--- src/rtl/baccarat_pkg.sv ---
// Shared types and constants for the baccarat round sequencer.
//   deal_state_t : round sequencer states
//   NATURAL_MIN, PLAYER_STAND_MIN, DEALER_STAND, CARD_ZERO_MIN : rule thresholds
//   card_value() : maps a raw 4-bit card code to its point value
package baccarat_pkg;

    typedef enum logic [3:0] {
        S_P1   = 4'd0,
        S_D1   = 4'd1,
        S_P2   = 4'd2,
        S_D2   = 4'd3,
        S_EVAL = 4'd4,
        S_P3   = 4'd5,
        S_DCHK = 4'd6,
        S_D3   = 4'd7,
        S_DONE = 4'd8
    } deal_state_t;

    localparam logic [3:0] NATURAL_MIN      = 4'd8;
    localparam logic [3:0] PLAYER_STAND_MIN = 4'd6;
    localparam logic [3:0] DEALER_STAND     = 4'd7;
    localparam logic [3:0] CARD_ZERO_MIN    = 4'd10;

    // Tens and court cards (codes 10..15) are worth zero points.
    function automatic logic [3:0] card_value(input logic [3:0] raw);
        logic [3:0] val;
        if (raw >= CARD_ZERO_MIN) begin
            val = 4'd0;
        end else begin
            val = raw;
        end
        return val;
    endfunction

endpackage

--- src/rtl/baccarat_dealer_rule.sv ---
// Dealer third-card decision once the player has drawn a third card.
//   dscore : dealer two-card score, 0..9
//   pcard3 : raw player third card, 0..15 (10..15 count as 0)
//   draw   : 1 when the dealer must take a third card
module baccarat_dealer_rule
    import baccarat_pkg::*;
(
    input  logic [3:0] dscore,
    input  logic [3:0] pcard3,
    output logic       draw
);

    logic [3:0] t_s;

    // Dealer drawing table indexed by dealer score and player third-card value.
    always_comb begin
        t_s  = card_value(pcard3);
        draw = 1'b0;
        if (dscore >= DEALER_STAND) begin
            draw = 1'b0;
        end else begin
            case (dscore)
                4'd0, 4'd1, 4'd2: draw = 1'b1;
                4'd3:             draw = (t_s != 4'd8);
                4'd4:             draw = (t_s >= 4'd2) && (t_s <= 4'd7);
                4'd5:             draw = (t_s >= 4'd4) && (t_s <= 4'd7);
                4'd6:             draw = (t_s >= 4'd6) && (t_s <= 4'd7);
                default:          draw = 1'b0;
            endcase
        end
    end

endmodule

--- src/rtl/baccarat_deal_ctrl.sv ---
// Baccarat round sequencer: deals four cards with one-cycle load strobes,
// applies the natural and third-card rules, then latches and holds the
// outcome until the next advance starts a new round.
//   slow_clock, reset (async, active-high), advance (step request)
//   pscore, dscore  : hand scores from the scoring datapath
//   pcard3          : raw player third card
//   load_*          : card-register load strobes (Mealy, one cycle)
//   clear_cards     : zero all card registers at the start of a new round
//   player_win, dealer_win (both = tie), done : registered outcome
// Optional macro ROUND_TALLY_EN adds saturating player/dealer/tie tallies.
module baccarat_deal_ctrl
    import baccarat_pkg::*;
#(
    parameter int AUTO_ADVANCE = 0
) (
    input  logic       slow_clock,
    input  logic       reset,
    input  logic       advance,
    input  logic [3:0] pscore,
    input  logic [3:0] dscore,
    input  logic [3:0] pcard3,
    output logic       load_pcard1,
    output logic       load_pcard2,
    output logic       load_pcard3,
    output logic       load_dcard1,
    output logic       load_dcard2,
    output logic       load_dcard3,
    output logic       clear_cards,
    output logic       player_win,
    output logic       dealer_win,
    output logic       done
`ifdef ROUND_TALLY_EN
    ,
    output logic [7:0] player_tally,
    output logic [7:0] dealer_tally,
    output logic [7:0] tie_tally
`endif
);

    deal_state_t state_r;
    deal_state_t next_state_s;
    logic        step_s;
    logic        dealer_draw_s;
    logic        latch_s;
    logic        player_win_r;
    logic        dealer_win_r;
    logic        done_r;

    // Strobes are gated by reset so nothing fires while the round is abandoned.
    assign step_s = ((AUTO_ADVANCE != 32'sd0) ? 1'b1 : advance) & ~reset;

    // The outcome is latched on the first clock spent in S_DONE, when the
    // scores already reflect any third card loaded on the entering edge.
    assign latch_s = (state_r == S_DONE) && !done_r;

    baccarat_dealer_rule u_dealer_rule (
        .dscore (dscore),
        .pcard3 (pcard3),
        .draw   (dealer_draw_s)
    );

    // State register.
    always_ff @(posedge slow_clock or posedge reset) begin
        if (reset) begin
            state_r <= S_P1;
        end else begin
            state_r <= next_state_s;
        end
    end

    // Next-state and Mealy strobe decode.
    always_comb begin
        next_state_s = state_r;
        load_pcard1  = 1'b0;
        load_pcard2  = 1'b0;
        load_pcard3  = 1'b0;
        load_dcard1  = 1'b0;
        load_dcard2  = 1'b0;
        load_dcard3  = 1'b0;
        clear_cards  = 1'b0;
        case (state_r)
            S_P1: begin
                if (step_s) begin
                    load_pcard1  = 1'b1;
                    next_state_s = S_D1;
                end else begin
                    next_state_s = S_P1;
                end
            end
            S_D1: begin
                if (step_s) begin
                    load_dcard1  = 1'b1;
                    next_state_s = S_P2;
                end else begin
                    next_state_s = S_D1;
                end
            end
            S_P2: begin
                if (step_s) begin
                    load_pcard2  = 1'b1;
                    next_state_s = S_D2;
                end else begin
                    next_state_s = S_P2;
                end
            end
            S_D2: begin
                if (step_s) begin
                    load_dcard2  = 1'b1;
                    next_state_s = S_EVAL;
                end else begin
                    next_state_s = S_D2;
                end
            end
            S_EVAL: begin
                if (!step_s) begin
                    next_state_s = S_EVAL;
                end else if ((pscore >= NATURAL_MIN) || (dscore >= NATURAL_MIN)) begin
                    next_state_s = S_DONE;
                end else if (pscore < PLAYER_STAND_MIN) begin
                    next_state_s = S_P3;
                end else if (dscore < PLAYER_STAND_MIN) begin
                    // Player stood on 6/7; dealer draws on 0..5.
                    next_state_s = S_D3;
                end else begin
                    next_state_s = S_DONE;
                end
            end
            S_P3: begin
                if (step_s) begin
                    load_pcard3  = 1'b1;
                    next_state_s = S_DCHK;
                end else begin
                    next_state_s = S_P3;
                end
            end
            S_DCHK: begin
                if (!step_s) begin
                    next_state_s = S_DCHK;
                end else if (dealer_draw_s) begin
                    next_state_s = S_D3;
                end else begin
                    next_state_s = S_DONE;
                end
            end
            S_D3: begin
                if (step_s) begin
                    load_dcard3  = 1'b1;
                    next_state_s = S_DONE;
                end else begin
                    next_state_s = S_D3;
                end
            end
            S_DONE: begin
                // Advance is honoured only after the outcome has been latched.
                if (done_r && step_s) begin
                    clear_cards  = 1'b1;
                    next_state_s = S_P1;
                end else begin
                    next_state_s = S_DONE;
                end
            end
            default: begin
                next_state_s = S_P1;
            end
        endcase
    end

    // Outcome flags: latched once per round, dropped when the next round starts.
    always_ff @(posedge slow_clock or posedge reset) begin
        if (reset) begin
            player_win_r <= 1'b0;
            dealer_win_r <= 1'b0;
            done_r       <= 1'b0;
        end else if (latch_s) begin
            player_win_r <= (pscore >= dscore);
            dealer_win_r <= (dscore >= pscore);
            done_r       <= 1'b1;
        end else if (clear_cards) begin
            player_win_r <= 1'b0;
            dealer_win_r <= 1'b0;
            done_r       <= 1'b0;
        end else begin
            player_win_r <= player_win_r;
            dealer_win_r <= dealer_win_r;
            done_r       <= done_r;
        end
    end

    assign player_win = player_win_r;
    assign dealer_win = dealer_win_r;
    assign done       = done_r;

`ifdef ROUND_TALLY_EN
    logic [7:0] player_tally_r;
    logic [7:0] dealer_tally_r;
    logic [7:0] tie_tally_r;

    // Saturating per-outcome round counters, cleared only by reset.
    always_ff @(posedge slow_clock or posedge reset) begin
        if (reset) begin
            player_tally_r <= 8'd0;
            dealer_tally_r <= 8'd0;
            tie_tally_r    <= 8'd0;
        end else if (latch_s) begin
            if ((pscore > dscore) && (player_tally_r != 8'hFF)) begin
                player_tally_r <= player_tally_r + 8'd1;
            end else if ((dscore > pscore) && (dealer_tally_r != 8'hFF)) begin
                dealer_tally_r <= dealer_tally_r + 8'd1;
            end else if ((pscore == dscore) && (tie_tally_r != 8'hFF)) begin
                tie_tally_r <= tie_tally_r + 8'd1;
            end else begin
                player_tally_r <= player_tally_r;
            end
        end else begin
            player_tally_r <= player_tally_r;
        end
    end

    assign player_tally = player_tally_r;
    assign dealer_tally = dealer_tally_r;
    assign tie_tally    = tie_tally_r;
`endif

endmodule

--- config.mk ---
export PLATFORM = sky130hd
export DESIGN_NAME = baccarat_deal_ctrl
export DESIGN_NICKNAME = d
export VERILOG_FILES = /design/src/rtl/baccarat_pkg.sv /design/src/rtl/baccarat_dealer_rule.sv /design/src/rtl/baccarat_deal_ctrl.sv
export SDC_FILE = /design/constraint.sdc
export NUM_CORES = 1
export LEC_CHECK = 0
export ABC_AREA = 1
export BUFFER_PORTS_ARGS = -buffer_cell sky130_fd_sc_hd__buf_2
export CAP_MARGIN = 30
export CORE_UTILIZATION = 40
export DETAILED_ROUTE_END_ITERATION = 7
export PLACE_DENSITY = 0.78
export SYNTH_ARGS = -nofsm -noshare
export SYNTH_HDL_FRONTEND = slang
export SYNTH_SLANG_ARGS = --single-unit
--- constraint.sdc ---
create_clock -name slow_clock -period 3.05 [get_ports slow_clock]
set_input_delay 0.305 -clock slow_clock [delete_from_list [all_inputs] [get_ports slow_clock]]
set_output_delay 0.305 -clock slow_clock [all_outputs]
set_load 0.05 [all_outputs]
==> results.json, run 1 <==
{
  "status": "finished with violations",
  "violations": "design-rule violations",
  "antenna_cells": 0,
  "critPathArrivalTime_ps": 2070,
  "holdBufCountCts": 1,
  "r2r_start": "state_r[0]",
  "antenna_found_initial": 0,
  "fillers": 162,
  "setup_violations": 0,
  "cp_max_fo": 9,
  "drv_cap": 0,
  "syn_area_sq_um": 689,
  "min_period_ps": 2380,
  "worst_hold_slack_ps": 460,
  "yosysSeqAreaShare": 0.254,
  "slew_headroom": 0.758,
  "postCtsSetupRepairBufs": 0,
  "holdPathEnd": "state_r[0]",
  "post-route-period-util": 0.779,
  "clock_skew_ps": 4.23,
  "root_buffer": "clkbuf_4",
  "wl_per_cell_um": 10.3,
  "ys_ff_latch": 7,
  "ant_nets": 0,
  "final-max-slew-violation-count": 0,
  "drtPass1Iterations": 8,
  "hp-class": "in2reg",
  "synth_top_cell_by_area": "dfrtp_1",
  "final_area_sq_um": 867,
  "synth_top_area_share": 0.254,
  "syn-instance-count": 113,
  "hold_viol": 0,
  "crit_type": "in2out",
  "grt_usage": 0.207,
  "core_sq_um": 1560,
  "cts_max_path_buffers": 2,
  "nNetsFinal": 162,
  "synthTopCellsByArea": "dfrtp_1 (25%), nand2_1 (16%), inv_1 (11%)",
  "clk_pin_slew_worst_paths_ps": 60,
  "leakage_uw": 0.000513,
  "required_ps": 2740,
  "worstHoldPathCells": 6,
  "postPlaceCellArea_sq_um": 830,
  "die_y_um": 43.5,
  "path_cells": "dlygate4sd3_1, buf_2, inv_1, nand2_2, inv_2, nand2_1, nor2_1, buf_2",
  "endpoint_kind": "primary output",
  "startpoint_type": "primary input",
  "slowest_delay_ps": 530,
  "area_delta_synth_final_pct": 25.8,
  "vias": 804,
  "hpwl_mm": 1.34,
  "grt_setup_unrepaired": "no",
  "power.density_nw_per_um2": 623,
  "yosys_warnings": 0,
  "vias_per_cell": 5.09,
  "finalSetupTns_ps": 0,
  "ctsResizeCount": 0,
  "grt_pass1_vias": 732,
  "cp_slowest_cell": "dlygate4sd3_1",
  "cts_buffers": 3,
  "syn-num-nets": 132,
  "grt_max_degree": 10,
  "drt-total-wl_mm": 1.62,
  "cts_tree": "done",
  "worst_pin_slew_ps": 360,
  "crit_path_frequent_cell": "buf_2",
  "drcViolationCount": 6,
  "boundaryPins": 25,
  "port_buffers": 24,
  "die-width_um": 43.5,
  "overflow": 0,
  "rows": 14,
  "regToRegEndpoint": "state_r[1]",
  "ff2ff_setup_slack_ps": 1720,
  "start_util": 0.442,
  "avgSynthCellArea_sq_um": 6.10,
  "fmax_mhz": 421,
  "synth_cell_types": 22,
  "drt_iter0_markers": 38,
  "irDropWorstVdd_v": 0.000234,
  "cts_sinks": 7,
  "clk_latency_ps": 260,
  "drive_above_1_share": 0.261,
  "hold_start": "dscore[0]",
  "htreeDepth": 1,
  "grt_pass1_wl_mm": 2.93,
  "reg2regPathDepth": 5,
  "die_area_sq_um": 1890,
  "gp_congestion": 0.885
}
[kinds of logic (layout without fill, tap and decap cells)]
kind of cell             Yosys count  after routing  share of synthesized area
buffers and inverters             24             53                      0.131
AO/OA/AOI/OAI                      9              9                     0.0762
AND/OR/NAND/NOR                   69             69                      0.466
adder cells (fa/ha/maj)            4              4                     0.0726
flip-flops                         7              7                      0.254
[cell usage in the layout (no fill, tap or decap)]
master,synthesis,routed
nand2_1,29,29
buf_2,0,24
inv_1,20,20
nor2_1,15,15
nand3_1,7,7
dfrtp_1,7,7
nor3_1,6,6
inv_2,4,4
ha_1,4,4
nand4_1,3,3
o21ai_0,3,3
clkbuf_4,0,3
nand2_2,2,2
o211ai_1,2,2
a21oi_1,2,2
nor3_2,1,1
nor2_2,1,1
o21bai_1,1,1
nor3_4,1,1
o21ai_1,1,1
nand3b_1,1,1
or2_1,1,1
nor3b_1,1,1
nor4_1,1,1
clkinv_2,0,1
dlygate4sd3_1,0,1
[cells in the mapped netlist, drive strengths merged]
library cell  count
a21oi             2
dfrtp             7
ha                4
inv              24
nand2            31
nand3             7
nand3b            1
nand4             3
nor2             16
nor3              8
nor3b             1
nor4              1
o211ai            2
o21ai             4
o21bai            1
or2               1
[power breakdown]
part | internal (uW) | switching, uW
registers | 126 | 39.2
logic | 80.9 | 205
clock network | 48.3 | 41.1
[worst max-delay path by stage]
stage / from / to / slack [ps] / cells after the start
after floorplan: state_r[0] / clear_cards / 870 / 5
after global placement: reset / load_dcard2 / 1290 / 7
after detailed placement: reset / load_dcard2 / 1220 / 7
after CTS: reset / load_dcard2 / 670 / 8
after global routing: reset / load_dcard2 / 560 / 8
final: reset / load_dcard2 / 670 / 8
[stage by stage]
stage	utilization	cells	setup slack, ps	power, uW
finish	0.556	158	674	540
global route	0.556	158	556	586
CTS	0.556	158	670	542
detailed placement	0.532	153	1220	450
global placement	0.532	153	1290	444
floorplan	-	113	865	379
[critical path: cells and delay by family]
family        cells  cell delay [ps]
buf+inv           5             1330
simple gates      3              430
[layout make-up]
cell class,count,area [sq um],share of cell area
clock buffers,3,22.5,0.0260
repair buffers,25,130,0.150
multi-input cells,82,424,0.489
inverters,24,90.1,0.104
flip-flops and latches,7,175,0.202
well taps,16,20.0,0.0231
clock inverters,1,5.00,0.00577
[flip-flops by register name, summed over array words and instances (netlist names)]
name,count
player_win,1
state_r,4
dealer_win,1
done,1
[per-layer routing]
metal  GRT usage  wire length [um]  vias to the layer above
li1            -                 -                      415
met1       0.258               723                      360
met2       0.330               799                       23
met3      0.0458                57                        6
met4       0.113                40                        0
met5           0                 0                        -
(Power assumes the default switching activity.)
==> inputs of run 2 (changes only) <==
Settings changed: PLACE_DENSITY 0.78 to 0.8.
Clock period 3.05 ns to 2 ns, I/O delays scaled along.
==> results.json, run 2 (same netlist as run 1, synthesis figures left out) <==
{
  "grt_max_degree": 10,
  "required_ps": 1800,
  "top_layer_used": "met3",
  "grt_pass1_vias": 733,
  "nNetsFinal": 163,
  "hold_start": "dscore[0]",
  "wl_met1_um": 711,
  "instances_no_fill": 159,
  "antenna_found_initial": 0,
  "grt_usage": 0.200,
  "critical_path_buf_inv_count": 5,
  "power.internal_uw": 398,
  "largest_reg_flops": 4,
  "gp_congestion": 0.880,
  "worst_pin_slew_ps": 389,
  "cts_sinks": 7,
  "swShare": 0.514,
  "cts_tree": "done",
  "status": "finished with violations",
  "crit_type": "in2out",
  "comb_power_share": 0.539,
  "rows": 14,
  "p_clk_frac": 0.161,
  "final-max-slew-violation-count": 0,
  "area_delta_synth_final_pct": 28.9,
  "start_util": 0.442,
  "layout_common_cells": "nand2_1 (29), buf_2 (21), inv_1 (20)",
  "port_buffers": 24,
  "postPlaceCellArea_sq_um": 842,
  "hold_viol": 0,
  "die-width_um": 43.5,
  "die_area_sq_um": 1890,
  "r2r_start": "state_r[3]",
  "wl_met2_um": 831,
  "leakage_uw": 0.000515,
  "hpwl_mm": 1.31,
  "cts_max_path_buffers": 2,
  "grt_setup_unrepaired": "no",
  "clk_pin_slew_worst_paths_ps": 50,
  "finalSetupTns_ps": 0,
  "htreeDepth": 1,
  "min_period_ps": 1900,
  "drive_above_1_share": 0.266,
  "slew_headroom": 0.739,
  "reg2regPathDepth": 7,
  "endpoint_kind": "primary output",
  "die_y_um": 43.5,
  "root_buffer": "clkbuf_4",
  "drtPass1Iterations": 8,
  "path_cells": "dlygate4sd3_1, buf_2, inv_1, nand2_2, inv_4, nand2_1, nor2_1, buf_4",
  "cts_buffers": 3,
  "worst_hold_slack_ps": 368,
  "ant_nets": 0,
  "placed_cells": 154,
  "drv_cap": 0,
  "worstHoldPathCells": 6,
  "slowest_delay_ps": 530,
  "irDropWorstVdd_v": 0.000403,
  "drt_iter0_markers": 26,
  "netSwitchingPower_uw": 421,
  "final_area_sq_um": 888,
  "cp_slowest_cell": "dlygate4sd3_1",
  "cp_max_fo": 9,
  "fillers": 155,
  "startpoint_type": "primary input",
  "holdPathEnd": "state_r[0]",
  "crit_family": "buffers and inverters",
  "antenna_cells": 0,
  "final_common_cell": "nand2_1",
  "drt-total-wl_mm": 1.61,
  "grt_pass1_wl_mm": 2.90,
  "wl_per_cell_um": 10.2,
  "wl_met3_um": 71,
  "hp-class": "in2reg",
  "top_register": "state_r",
  "core_sq_um": 1560,
  "regToRegEndpoint": "state_r[0]",
  "critPathArrivalTime_ps": 1700,
  "clock_skew_ps": 4.52,
  "fmax_mhz": 526,
  "seqPwrFrac": 0.300,
  "power.density_nw_per_um2": 922,
  "vias_per_cell": 5.06,
  "drcViolationCount": 3,
  "setup_violations": 0,
  "vias": 804,
  "violations": "design-rule violations",
  "boundaryPins": 25,
  "overflow": 0,
  "post-route-period-util": 0.950,
  "clk_latency_ps": 250,
  "ff2ff_setup_slack_ps": 700
}
==> run 2: cell types whose count changed in the layout (fill, tap and decap cells not counted), sizes merged <==
cell / change
clkbuf: +2
clkinv: -1
==> run 2: worst register-to-register path, cell delays in order (launching register included) <==
cell and delay [ps]:
dfrtp_1 400, inv_2 100, nand2_2 90, nor3_1 330, nand4_1 140, nand2_1 80
nand2_1 50, nand2_1 50
==> run 2: cell type report <==
type	instances	area, sq um	area share
inverters	24	92.6	0.104
well taps	16	20.0	0.0225
repair buffers	26	145	0.163
flip-flops and latches	7	175	0.197
clock buffers	4	26.3	0.0296
multi-input cells	82	429	0.483
==> run 2: power by group through the flow <==
stage	Sequential, uW	Clock, uW	Combinational (uW)
floorplan	319	0	261
global placement	245	0	426
detailed placement	247	0	432
CTS	245	132	435
global route	253	143	489
finish	246	132	441
==> run 2: worst max-delay path by stage <==
stage	depth (start not counted)	end	from	slack, ps
after floorplan	7	state_r[1]	reset	250
after global placement	6	clear_cards	state_r[0]	580
after detailed placement	6	clear_cards	state_r[0]	560
after CTS	8	load_dcard2	reset	30
after global routing	8	load_dcard2	reset	6
final	8	load_dcard2	reset	100
==> run 2: repair_timing <==
action / 4_1_cts / 5_1_grt
endpoints found under the hold margin: 7 / 0
endpoints found under the setup margin: 0 / 3
hold buffers: 1 / 0
setup buffers: 0 / 0
resized for setup: 0 / 6
==> run 2: metal layers <==
metal | global-route usage | up-vias
met2 | 0.373 | 16
met3 | 0.0625 | 0
met5 | 0 | -
met4 | 0 | 0
met1 | 0.238 | 367
li1 | - | 421
==> run 2: metrics by stage <==
stage / util / total power (uW) / setup slack [ps]
2_1_floorplan: - / 580 / 249
3_3_place_gp: 0.540 / 672 / 578
3_5_place_dp: 0.540 / 679 / 556
4_1_cts: 0.563 / 813 / 28.1
5_1_grt: 0.570 / 884 / 6.30
6_report: 0.570 / 819 / 99.3
